### src/rtl/branch_resolve_unit.sv
// rtl/branch_resolve_unit.sv - N/V/Z flag register, pending-write tracker and branch resolver
// Optional FLAG_BYPASS_EN: resolve one cycle early on the last outstanding flag write.
module branch_resolve_unit #(
   parameter int PEND_W = 2
) (
   input  logic        clk,
   input  logic        rst_n,
   input  logic [2:0]  flag_in,
   input  logic        flag_we_nv,
   input  logic        flag_we_z,
   input  logic        pend_inc,
   output logic        pend_full,
   output logic        pend_err,
   output logic [2:0]  flags_out,
   input  logic        br_valid,
   output logic        br_ready,
   input  logic [2:0]  br_ccc,
   input  logic [15:0] br_pc,
   input  logic [8:0]  br_imm,
   input  logic        br_reg_sel,
   input  logic [15:0] br_reg_val,
   output logic        res_valid,
   output logic        res_taken,
   output logic [15:0] res_target
);

   localparam logic [PEND_W-1:0] PEND_MAX = '1;

   typedef enum logic [1:0] {IDLE, WAIT, RESP} state_t;

   state_t            state;
   logic [PEND_W-1:0] pend_cnt;
   logic [2:0]        flags_q;
   logic [2:0]        ccc_q;
   logic [15:0]       pc_q;
   logic [8:0]        imm_q;
   logic              sel_q;
   logic [15:0]       rv_q;

   logic              flag_wr;
   logic              resolve;
   logic [2:0]        eval_flags;
   logic [15:0]       seq_pc;
   logic [15:0]       imm_target;
   logic              taken_now;

   assign flag_wr   = flag_we_nv | flag_we_z;
   assign pend_full = (pend_cnt == PEND_MAX);
   assign flags_out = flags_q;

`ifdef FLAG_BYPASS_EN
   logic [2:0] flags_merged;
   assign flags_merged = {flag_we_nv ? flag_in[2:1] : flags_q[2:1],
                          flag_we_z  ? flag_in[0]   : flags_q[0]};
   // The single outstanding writer retiring this cycle makes its flags final now.
   assign resolve    = (pend_cnt == '0) ||
                       ((pend_cnt == PEND_W'(1)) && flag_wr && !pend_inc);
   assign eval_flags = flags_merged;
`else
   assign resolve    = (pend_cnt == '0);
   assign eval_flags = flags_q;
`endif

   function automatic logic cond_true(input logic [2:0] ccc, input logic [2:0] f);
      logic n, v, z;
      n = f[2];
      v = f[1];
      z = f[0];
      case (ccc)
         3'b000:  cond_true = !z;
         3'b001:  cond_true = z;
         3'b010:  cond_true = !z && !n;
         3'b011:  cond_true = n;
         3'b100:  cond_true = !n || z;
         3'b101:  cond_true = n || z;
         3'b110:  cond_true = v;
         default: cond_true = 1'b1;
      endcase
   endfunction

   assign seq_pc     = pc_q + 16'd2;
   assign imm_target = seq_pc + {{6{imm_q[8]}}, imm_q, 1'b0};
   assign taken_now  = cond_true(ccc_q, eval_flags);

   always_ff @(posedge clk or negedge rst_n) begin
      if (!rst_n) begin
         pend_cnt <= '0;
         pend_err <= 1'b0;
         flags_q  <= 3'b000;
      end else begin
         if (flag_we_nv) flags_q[2:1] <= flag_in[2:1];
         if (flag_we_z)  flags_q[0]   <= flag_in[0];
         case ({pend_inc, flag_wr})
            2'b10: begin
               if (pend_cnt == PEND_MAX) pend_err <= 1'b1;
               else                      pend_cnt <= pend_cnt + PEND_W'(1);
            end
            2'b01: begin
               if (pend_cnt == '0) pend_err <= 1'b1;
               else                pend_cnt <= pend_cnt - PEND_W'(1);
            end
            default: ;
         endcase
      end
   end

   always_ff @(posedge clk or negedge rst_n) begin
      if (!rst_n) begin
         state      <= IDLE;
         br_ready   <= 1'b1;
         res_valid  <= 1'b0;
         res_taken  <= 1'b0;
         res_target <= 16'h0000;
         ccc_q      <= 3'b000;
         pc_q       <= 16'h0000;
         imm_q      <= 9'h000;
         sel_q      <= 1'b0;
         rv_q       <= 16'h0000;
      end else begin
         case (state)
            IDLE: begin
               if (br_valid) begin
                  ccc_q    <= br_ccc;
                  pc_q     <= br_pc;
                  imm_q    <= br_imm;
                  sel_q    <= br_reg_sel;
                  rv_q     <= br_reg_val;
                  br_ready <= 1'b0;
                  state    <= WAIT;
               end
            end
            WAIT: begin
               if (resolve) begin
                  res_taken  <= taken_now;
                  res_target <= taken_now ? (sel_q ? rv_q : imm_target) : seq_pc;
                  res_valid  <= 1'b1;
                  state      <= RESP;
               end
            end
            RESP: begin
               res_valid <= 1'b0;
               br_ready  <= 1'b1;
               state     <= IDLE;
            end
            default: state <= IDLE;
         endcase
      end
   end

endmodule

### config.mk
export PLATFORM = sky130hd
export DESIGN_NAME = branch_resolve_unit
export DESIGN_NICKNAME = d
export VERILOG_FILES = /design/src/rtl/branch_resolve_unit.sv
export SDC_FILE = /design/constraint.sdc
export NUM_CORES = 1
export LEC_CHECK = 0
export CAP_MARGIN = 20
export CORE_MARGIN = 4
export CORE_UTILIZATION = 44
export DETAILED_ROUTE_END_ITERATION = 6
export GPL_TIMING_DRIVEN = 1
export HOLD_SLACK_MARGIN = 0.08
export PLACE_DENSITY = 0.72
export SKIP_LAST_GASP = 1
export SYNTH_ARGS = -nofsm -noshare
export SYNTH_HDL_FRONTEND = slang
export SYNTH_SLANG_ARGS = --single-unit
### constraint.sdc
create_clock -name clk -period 4.6 [get_ports clk]
set_input_delay 1.15 -clock clk [delete_from_list [all_inputs] [get_ports clk]]
set_output_delay 1.15 -clock clk [all_outputs]
set_load 0.05 [all_outputs]
== Word-level counts from Yosys, hierarchy flattened ==
Index checks and enable logic that the tools add are counted.
Storage, ports and cells
  register bits after elaboration: 72
  input bits: 54
  output and inout bits: 24
  word-level logic and storage cells: 69
Cells by class
  add/sub/neg operators: 4
  eq/ne operators: 17
  mux-type cells: 15
  bitwise gates (word level): 1
  reduce and logical (&&, ||, !) cells: 18
Operators by type and width (count)
  16-bit 2-to-1 mux: 2
  16-bit adder: 1
  16-bit by 2-bit adder with 16-bit output (second input constant): 1
  2-bit != test (second input constant): 6
  2-bit AND reduction: 5
  3-bit equality test (second input constant): 3
  2-bit 2-to-1 mux: 4
  2-bit case mux with 2 select lines: 2
  1-bit case mux with 7 select lines: 1
  2-bit equality test (second input constant): 3
  3-bit by 2-bit equality test with 1-bit output (second input constant): 2
  1-bit case mux with 2 select lines: 3
  3-bit AND reduction: 2
  2-bit nonzero test: 3
  2-bit by 1-bit equality test with 1-bit output (second input constant): 2
  2-bit zero test: 2
  3-bit by 1-bit equality test with 1-bit output (second input constant): 1
  3-bit zero test: 1
  1-bit 2-to-1 mux: 3
  2-bit by 1-bit adder with 2-bit output (second input constant): 1
  1-bit zero test: 2
  1-bit logical OR: 2
  2-bit by 1-bit subtractor with 2-bit output (second input constant): 1
  1-bit logical AND: 1
  1-bit bitwise OR: 1

== Logic depth before layout (Yosys ltp) ==
Gate-level depths: netlist (run 1).
  word-level depth: 4
  depth in mapped cells: 11
  mapped depth without buffers: 11

== Worst setup path after synthesis (run 1) ==
OpenSTA, ideal clock, no wires.
  path type: reg2reg
  from: reg pc_q[3]
  to: reg res_target[15]
  setup time: 0.079 ns
  arrival time: 2.419 ns
  required time: 4.521 ns
  slack: 2.102 ns
  cell stages (with the launch flop): 12
  path buffers: 1
  period minus slack after synthesis: 2.498 ns
  path through: dfrtp_1 nand4_4 nor2_1 xor2_1 ha_1 buf_2 a21oi_1 nor2_1 o41ai_2 a211oi_1 a311oi_1 mux2i_1
Between the ends
  cells in the longest elaborated chain, start to end: 4
RTL lines
  from (decl): line 35  | logic [15:0] pc_q;
  from (signal assigned): line 124  | pc_q <= br_pc;
  16-bit by 2-bit adder with 16-bit output (*): line 81  | assign seq_pc = pc_q + 16'd2;
  16-bit adder: line 82  | assign imm_target = seq_pc + {{6{imm_q[8]}}, imm_q, 1'b0};
  16-bit 2-to-1 mux: line 135  | res_target <= taken_now ? (sel_q ? rv_q : imm_target) : seq_pc;
  16-bit 2-to-1 mux (*): line 135
  to (signal assigned): line 135
  to (decl): line 24  | output logic [15:0] res_target
Mark *: on every way between the ends. The rest lies on a longest branch, timed or not.
A chain may end at the register's enable or synchronous reset.

== Worst setup path after layout (run 1) ==
  from: reg pend_cnt[0]
  to: out pend_full
Between the ends
  cells in the longest elaborated chain, start to end: 1
RTL lines
  from (decl): line 32  | logic [PEND_W-1:0] pend_cnt;
  from (signal assigned): line 96  | else pend_cnt <= pend_cnt + PEND_W'(1);
  from (signal assigned): line 100  | else pend_cnt <= pend_cnt - PEND_W'(1);
  2-bit equality test: line 48  | assign pend_full = (pend_cnt == PEND_MAX);
  to (decl): line 12  | output logic pend_full,
Every way passes these cells.

==> impl_summary.md, run 1 <==
Setup path
The largest driver fanout on the critical path is 7. The startpoint of the most critical register-to-register path is pc_q[3]$_DFFE_PN0P_. The launching element type of the critical path is a flop. The worst endpoint data arrival time is between 1500 and 2000 ps.

The family of cells with the greatest summed delay on the critical path is buffers and inverters. STA classifies the critical path endpoint as an output port. On the critical path, the stage with the largest delay is an instance of clkdlybuf4s50_1. The critical path class is reg2out. The count of cells along the worst register-to-register path is 11. The largest single stage delay on the critical path is approximately 800 ps. The endpoint identified for the worst register-to-register timing path is res_target[15]$_DFFE_PN0P_. Counting both buffers and inverters, the worst setup path holds a total of 2.

Across all register-to-register paths, the minimum setup slack is about 1700 ps. The signal on the critical path passes through nand2_1, inv_1, clkdlybuf4s50_1. The required time reported for the critical path endpoint is between 3000 and 4000 ps.

Run
The number of violations of the max-capacitance limit is 0.

STA
The post-route clock period utilization is 0.628. The clock skew after layout is 9.81 ps. Measured against its own limit, the worst slew margin works out to 0.424.

The final-layout setup total negative slack is 0 ps. The number of max-slew violations in the final report is 0. The total count of hold-check failures in the final report is 0.

The final worst hold slack is 471 ps. The final critical-path required period is 2890 ps. The actual transition at the worst max-transition pin is 863 ps.

Derived from the worst setup path, the maximum achievable clock frequency is around 0.35 GHz. Setup violations remaining at the end of the flow were counted as 0. Setup repair after global routing left no endpoint under its margin.

Routing
Before antenna repair, the detailed router went through 4 iterations. After detailed routing, the number of vias per cell comes to 5.57. The first routing iteration left 112 violations.

The routed layout has 3,304 vias. Dividing the detail-routed wire length by the instance count gives roughly 16 um. The overall routed net length is 9.72 mm.

The residual antenna-violating net count after detailed routing is 0. The remaining routing DRC violations is 0.

CTS
The maximum buffer depth of the clock tree is 2. The number of gates given a new drive strength after cts is 0. The number of hold-repair buffers added at the cts stage is 0.

The TritonCTS buffer count is 9. After clock tree synthesis, the clock-pin slew on the worst setup and hold paths is 80 ps. The H-tree was split into 3 levels. TritonCTS built the clock tree. The clock latency reported for the late side of the worst-skew pair is around 350 ps. The post-CTS setup buffer count is 0.

The root buffer cell is clkbuf_8. The TritonCTS sink count is 72.

Logic synthesis
The sequential cell area fraction in the yosys report is 0.436. The number of different library cells used by synthesis comes to 55. The number of enable-type register cells in the synthesized netlist is 0.

The mean instance size in the synthesized netlist is 10.4 um2. The count of warnings emitted by yosys is 0. The cell count after synthesis is 398.

Synthesis inferred 72 register bits. The mapped cell area is 4140 um2. The number of nets in the synthesized netlist is around 470.

Among all flip-flop cells after synthesis, the most frequent one is dfrtp_1. For this run, asynchronously set or reset flops after synthesis account for 1.00.

Placed design
The number of buffers added on ports is 77. Routability-driven placement finished with a final weighted congestion of between 0.8 and 0.9. Detailed placement ended at an HPWL of about 7.4 mm. Once placement finished, the instance area stood at 5020 um2.

Worst hold path
In this run the worst hold path is classified as reg2reg. The hold path endpoint is br_ready$_DFFE_PN1P_. The number of cells on the worst hold path is 2. The hold path startpoint is br_ready$_DFFE_PN1P_.

Outcome
The run finished with clean final reports.

Floorplanning
The floorplan die height is 105 um. The number of core rows is 35. The initial core utilization is 0.450. The floorplan core area is 9200 um2. The die covers 11,000 um2. In this run the count of I/O pins placed on the die edge is between 70 and 80. The width of the chip is 105 um.

GRT
The remaining global-route overflow is 0. The first-pass GRT wire length is 16.3 mm. Entering global routing, the biggest net connects 48 pins.

The number of antenna violations at the first check in global routing is 0. The total global routing track utilization is 0.183. The number of global-route vias before repair came to 3,364.

Power
Dividing total power by cell area gives a power density of 843 nW/um2. The static leakage is 2.24 nW. The maximum VDD drop is approximately 380 uV.

Final layout
The post-layout instance area is 5290 um2. The number of nets in the finished design is 553. The number of antenna repair diodes is 0. Compared with the post-synthesis result, the final layout area differs by 27.9%.

Of the cells placed in the final design, the portion with a size suffix greater than 1 is 0.166.
==> stage by stage <==
| stage | setup WS (ps) | std cells | utilization | total power [mW] |
|---|---|---|---|---|
| after floorplan | 2100 | 398 | - | 3.16 |
| after detailed placement | 1730 | 577 | 0.546 | 3.81 |
| after global routing | 1420 | 593 | 0.575 | 4.79 |
| after global placement | 1730 | 576 | 0.544 | 3.74 |
| final | 1710 | 593 | 0.575 | 4.46 |
| after CTS | 1700 | 593 | 0.575 | 4.48 |
==> worst register-to-register path, delay by kind of cell (launching register included) <==
family,cells,cell delay (ps)
simple gates,5,940
compound gates,3,600
flops,1,480
fa+ha+maj,1,390
mux,1,230
xor+xnor,1,160
==> area by class of cell <==
type	count	area [um2]
tap	111	139
clock buffer	12	165
multi-input combinational	300	2220
timing repair buffer	82	816
fill	791	3910
inverter	12	45.0
sequential	72	1800
clock inverter	4	98.8
==> flip-flops by register name (all words and copies together) (netlist names) <==
register    count
imm_q           9
res_valid       1
flags_out       3
state           2
rv_q           16
br_ready        1
pend_cnt        2
ccc_q           3
pc_q           16
sel_q           1
res_taken       1
pend_err        1
res_target     16
==> kinds of logic (layout without fill, tap and decap cells) <==
kind of cell,count (synthesis),count (layout),synth area share
compound gates,94,94,0.157
xor+xnor,21,21,0.0445
fa+ha+maj,22,22,0.0684
buf+inv,26,110,0.0287
flops,72,72,0.436
mux,50,50,0.135
simple gates,113,113,0.130
==> where the power goes <==
group / internal, mW / switching (mW) / total [mW]
combinational: 1.11 / 1.45 / 2.56
clock: 0.406 / 0.245 / 0.651
sequential: 0.939 / 0.306 / 1.24
==> per-layer routing <==
metal | vias up | GRT usage | routed length, um
li1 | 1596 | - | -
met1 | 1596 | 0.225 | 4130
met2 | 85 | 0.308 | 4890
met3 | 27 | 0.0457 | 406
met4 | 0 | 0.0750 | 290
met5 | - | 0 | 0
==> placed cells by master (no fill, tap or decap), drive strengths merged, types with 3 or more instances in the layout <==
master / n
clkdlybuf4s50: 76
dfrtp: 71
nand2: 50
mux2: 47
o21ai: 35
ha: 21
nor2: 20
inv: 12
xnor2: 12
clkbuf: 12
a21oi: 12
xor2: 9
nand3: 9
nand2b: 7
nor3: 6
a211oi: 6
nand4: 6
buf: 6
o221ai: 5
a21o: 5
nor2b: 4
o311ai: 4
o21a: 3
mux2i: 3
a31oi: 3
a21boi: 3
bufinv: 3
nor4: 3
o211ai: 3
==> cell usage after synthesis (all sizes together), types with 9 or more instances <==
library cell  instances  area [um2]
dfrtp                71        1780
nand2                50         188
mux2                 47         529
o21ai                35         175
ha                   21         263
nor2                 20        75.1
a21oi                12        63.8
inv                  12        45.0
xnor2                12         105
nand3                 9        45.0
xor2                  9        78.8
==> worst max-delay path by stage <==
stage	start	endpoint	slack (ps)	depth (start not counted)
final	pend_cnt[0]$_DFFE_PN0P_	pend_full	1710	3
after CTS	pend_cnt[0]$_DFFE_PN0P_	pend_full	1700	3
after floorplan	pc_q[3]$_DFFE_PN0P_	res_target[15]$_DFFE_PN0P_	2100	11
after global placement	br_valid	pc_q[2]$_DFFE_PN0P_	1730	5
after detailed placement	br_valid	pc_q[13]$_DFFE_PN0P_	1730	5
after global routing	pc_q[3]$_DFFE_PN0P_	res_target[15]$_DFFE_PN0P_	1420	11
Note: power is estimated with default switching activity, not from simulation.
==> inputs of run 2 (changes only) <==
clock period = 2.85 ns   (was 4.6 ns; I/O delays follow)
==> run 2 against run 1 <==
  * Clock skew grew 1.9 ps
  * Count of clock-buffer cells in the layout shrank 1
  * Setup slack worse by 1600 ps
  * Routed wire length rose by 1.5%
  * Via count rose by 2.4%
  * Core utilization rose by 1.6 points
  * Power rose by 65%
  * Cell count grew 1.7%
  * First-iteration DRC count is 50% higher
  * Largest power group unchanged
==> impl_summary.md, run 2 (same netlist as run 1, synthesis figures left out) <==
Outcome
Run status: finished, final reports clean (unchanged).

Setup path
The type of element capturing the critical path was a flop (was output port). The endpoint of the lowest-slack register-to-register path is res_target[15]$_DFFE_PN0P_ (unchanged). The count of cells along the worst register-to-register path is 11 (unchanged).

The worst endpoint data arrival time is 2960 ps (was 1740 ps). The critical-path cell with the highest stage delay is dfrtp_2 (was clkdlybuf4s50_1). The maximum cell stage delay along the critical path is 420 ps (was 790 ps).

The startpoint of the most critical register-to-register path is pc_q[3]$_DFFE_PN0P_ (unchanged). The launching element type of the critical path is a flop (unchanged). Crit path cell chain: nand4_4, nor2_4, nand2_1, xnor2_2, buf_4, ha_1, a21o_1, o41ai_4, a211oi_2, a311oi_2, mux2i_1 (was nand2_1, inv_1, clkdlybuf4s50_1). The largest driver fanout on the critical path is 7 (unchanged). The register-to-register path setup slack came to 160 ps (was 1730 ps). The required time reported for the critical path endpoint is 3120 ps (was 3450 ps).

The critical path class is reg2reg (was reg2out).

CTS
The root buffer cell is clkbuf_8 (unchanged). The clock latency reported for the late side of the worst-skew pair is 350 ps (about the same). The number of hold-repair buffers added at the cts stage came to 0 (unchanged). The maximum buffer depth of the clock tree is 2 (unchanged). The TritonCTS sink count came to 72 (unchanged). The CTS tree is yes (unchanged).

The CTS clock-pin slew for the worst setup and hold paths is 80 ps (about the same). The TritonCTS buffer count is 9 (unchanged). The number of H-tree branching levels is 3 (unchanged).

Routing
The overall routed net length is 9.86 mm (was 9.72 mm). The met1 routed wirelength after detailed routing is 4.31 mm (was 4.13 mm). The final routed wire length divided by cell count was 16.4 um (about the same). The highest metal layer with signal wires is met4 (unchanged). The total number of vias is 3,382 (was 3,304). The routed length on met2 is 4.98 mm (was 4.89 mm). The remaining routing DRC violations came to 0 (unchanged). The wire length on met3 is 422 um (was 406 um). The length of the first detailed-routing pass in iterations came to 4 (unchanged).

The first-iteration detailed-routing DRC count is 168 (was 112). The per-cell via count in the routed design is 5.61 (was 5.57). The residual antenna-violating net count after detailed routing was 0 (unchanged).

GRT
The first-pass GRT wire length is 16.1 mm (was 16.3 mm). The remaining global-route overflow came to 0 (unchanged). The number of antenna violations at the first check in global routing is 0 (unchanged).

The pin count of the biggest net entering global routing is 48 (unchanged). The number of global-route vias before repair is 3,312 (was 3,364). The total global routing track utilization is 0.181 (was 0.183).

STA
Derived from the worst setup path, the maximum achievable clock frequency is 0.372 GHz. The actual transition at the worst max-transition pin was 574 ps (was 863 ps). Unrepaired setup endpoints after global routing: true (was false). The setup violation total in the final timing report came to 0 (unchanged). The final critical-path required period is between 2000 and 3000 ps. The final worst hold slack is 352 ps (was 471 ps).

The headroom to the max-slew limit was 0.617 (was 0.424). The clock skew after layout came to 11.7 ps (was 9.81 ps). The total count of hold-check failures in the final report was 0 (unchanged).

In the finished design, the share of the clock period the worst path needs comes to 0.944. The final-layout setup total negative slack came to 0 ps (unchanged). The number of max-slew violations in the final report came to 0 (unchanged).

Floorplanning
The full die area is 11,000 um2 (unchanged). The number of core rows is 35 (unchanged). The number of top-level pins is 78 (unchanged).

The floorplan die height is 105 um (unchanged). The floorplan core area is 9200 um2 (unchanged). The initial core utilization was 0.450 (unchanged). The width of the chip is 105 um (unchanged).

Final layout
The utilization after layout is 0.591 (was 0.575). The number of antenna repair diodes is 0 (unchanged). The commonest non-fill, non-tap cell in the layout is clkdlybuf4s50_1 (unchanged). The area occupied by multi-input gates is 2360 um2 (was 2220 um2). The footprint of the flip-flops and latches came to 1810 um2 (was 1800 um2). The number of nets in the finished design is 563 (was 553). The area added between synthesis and finish is 31.3% (was 27.9%). Commonest cells after routing, fill and taps aside: clkdlybuf4s50_1 (76), dfrtp_1 (65), nand2_1 (48) (was clkdlybuf4s50_1 (76), dfrtp_1 (71), nand2_1 (50)).

Largest registers ranked by flip-flop count: pc_q: 16 flops, res_target: 16 flops, rv_q: 16 flops (unchanged). The share of post-route cells with drive strength above 1 is 0.238 (was 0.166). The count of filler cells inserted in the layout is 778 (was 791).

Run
The number of violations of the max-capacitance limit is 0 (unchanged).

Placed design
The final RePlAce weighted congestion is 0.877 (was 0.848). The half-perimeter wire length after detailed placement is 7.30 mm (was 7.35 mm). The number of buffers added on ports is 77 (unchanged).

Power
The power after layout is 7.33 mW (was 4.46 mW). The maximum VDD drop is 685 uV (was 383 uV). The static leakage came to 2.28 nW (was 2.24 nW). The power density over the cells is 1350 nW/um2 (was 843 nW/um2).

Worst hold path
The kind of path behind the tightest hold check was in2async (was reg2reg).
-- run 2: cell count changes in the layout (fill, tap and decap cells not counted), sizes merged --
cell / delta
buf: +10
inv: +2
clkinv: +2
bufinv: -3
clkbuf: -1
-- run 2: worst max path at each step --
stage                                 endpoint                start  cells past startpoint
finish              res_target[15]$_DFFE_PN0P_  pc_q[3]$_DFFE_PN0P_                     11
global route        res_target[15]$_DFFE_PN0P_  pc_q[4]$_DFFE_PN0P_                     11
CTS                 res_target[14]$_DFFE_PN0P_  pc_q[1]$_DFFE_PN0P_                     11
detailed placement  res_target[14]$_DFFE_PN0P_  pc_q[1]$_DFFE_PN0P_                     11
global placement    res_target[14]$_DFFE_PN0P_  pc_q[1]$_DFFE_PN0P_                     11
floorplan           res_target[15]$_DFFE_PN0P_  pc_q[3]$_DFFE_PN0P_                     11
-- run 2: metal layers --
| metal | track usage | vias to the layer above |
|---|---|---|
| met5 | 0 | - |
| met4 | 0.0525 | 0 |
| li1 | - | 1625 |
| met3 | 0.0420 | 15 |
| met1 | 0.233 | 1664 |
| met2 | 0.304 | 78 |
-- run 2: worst max-delay path: cells and delay by family, from the launching register on --
family                     cells  cell delay [ps]
and+or+nand+nor                3              480
adders and majority gates      1              230
xor gates and xnor gates       1              170
DFF                            1              420
buffers and inverters          1              150
AOI/OAI and AO/OA              4              950
muxes                          1              200
-- run 2: timing repair --
| item | CTS | global route |
|---|---|---|
| pin swaps | 0 | 10 |
| resized for setup | 1 | 34 |
| endpoints found under the setup margin | 2 | 6 |
| buffers inserted | 0 | 7 |
-- run 2: area by class of cell --
type	count	area share
Clock buffer	11	0.0260
Tap cell	111	0.0256
Multi-Input combinational cell	300	0.435
Clock inverter	5	0.00737
Inverter	12	0.00829
Timing Repair Buffer	92	0.164
Sequential cell	72	0.333
-- run 2: metrics by stage --
step | cells | setup slack [ps] | cell area [um2]
finish | 603 | 161 | 5430
CTS | 596 | 9.84 | 5230
global placement | 580 | 135 | 5050
global route | 603 | -20.4 | 5430
detailed placement | 580 | -18.8 | 5050
floorplan | 398 | 352 | 4140
-- run 2: report_power, final --
part,switching (mW),internal [mW],leakage (nW),total [mW]
sequential,0.497,1.52,0.848,2.02
clock,0.406,0.348,0.0943,0.754
combinational,2.52,2.04,1.34,4.56
total,3.42,3.91,2.28,7.33
==> inputs of run 3 (changes only) <==
CTS_CLUSTER_SIZE = 16   (was not set)
==> results of run 3 <==
No change in the layout: final DEF, timing and power equal those of run 2.
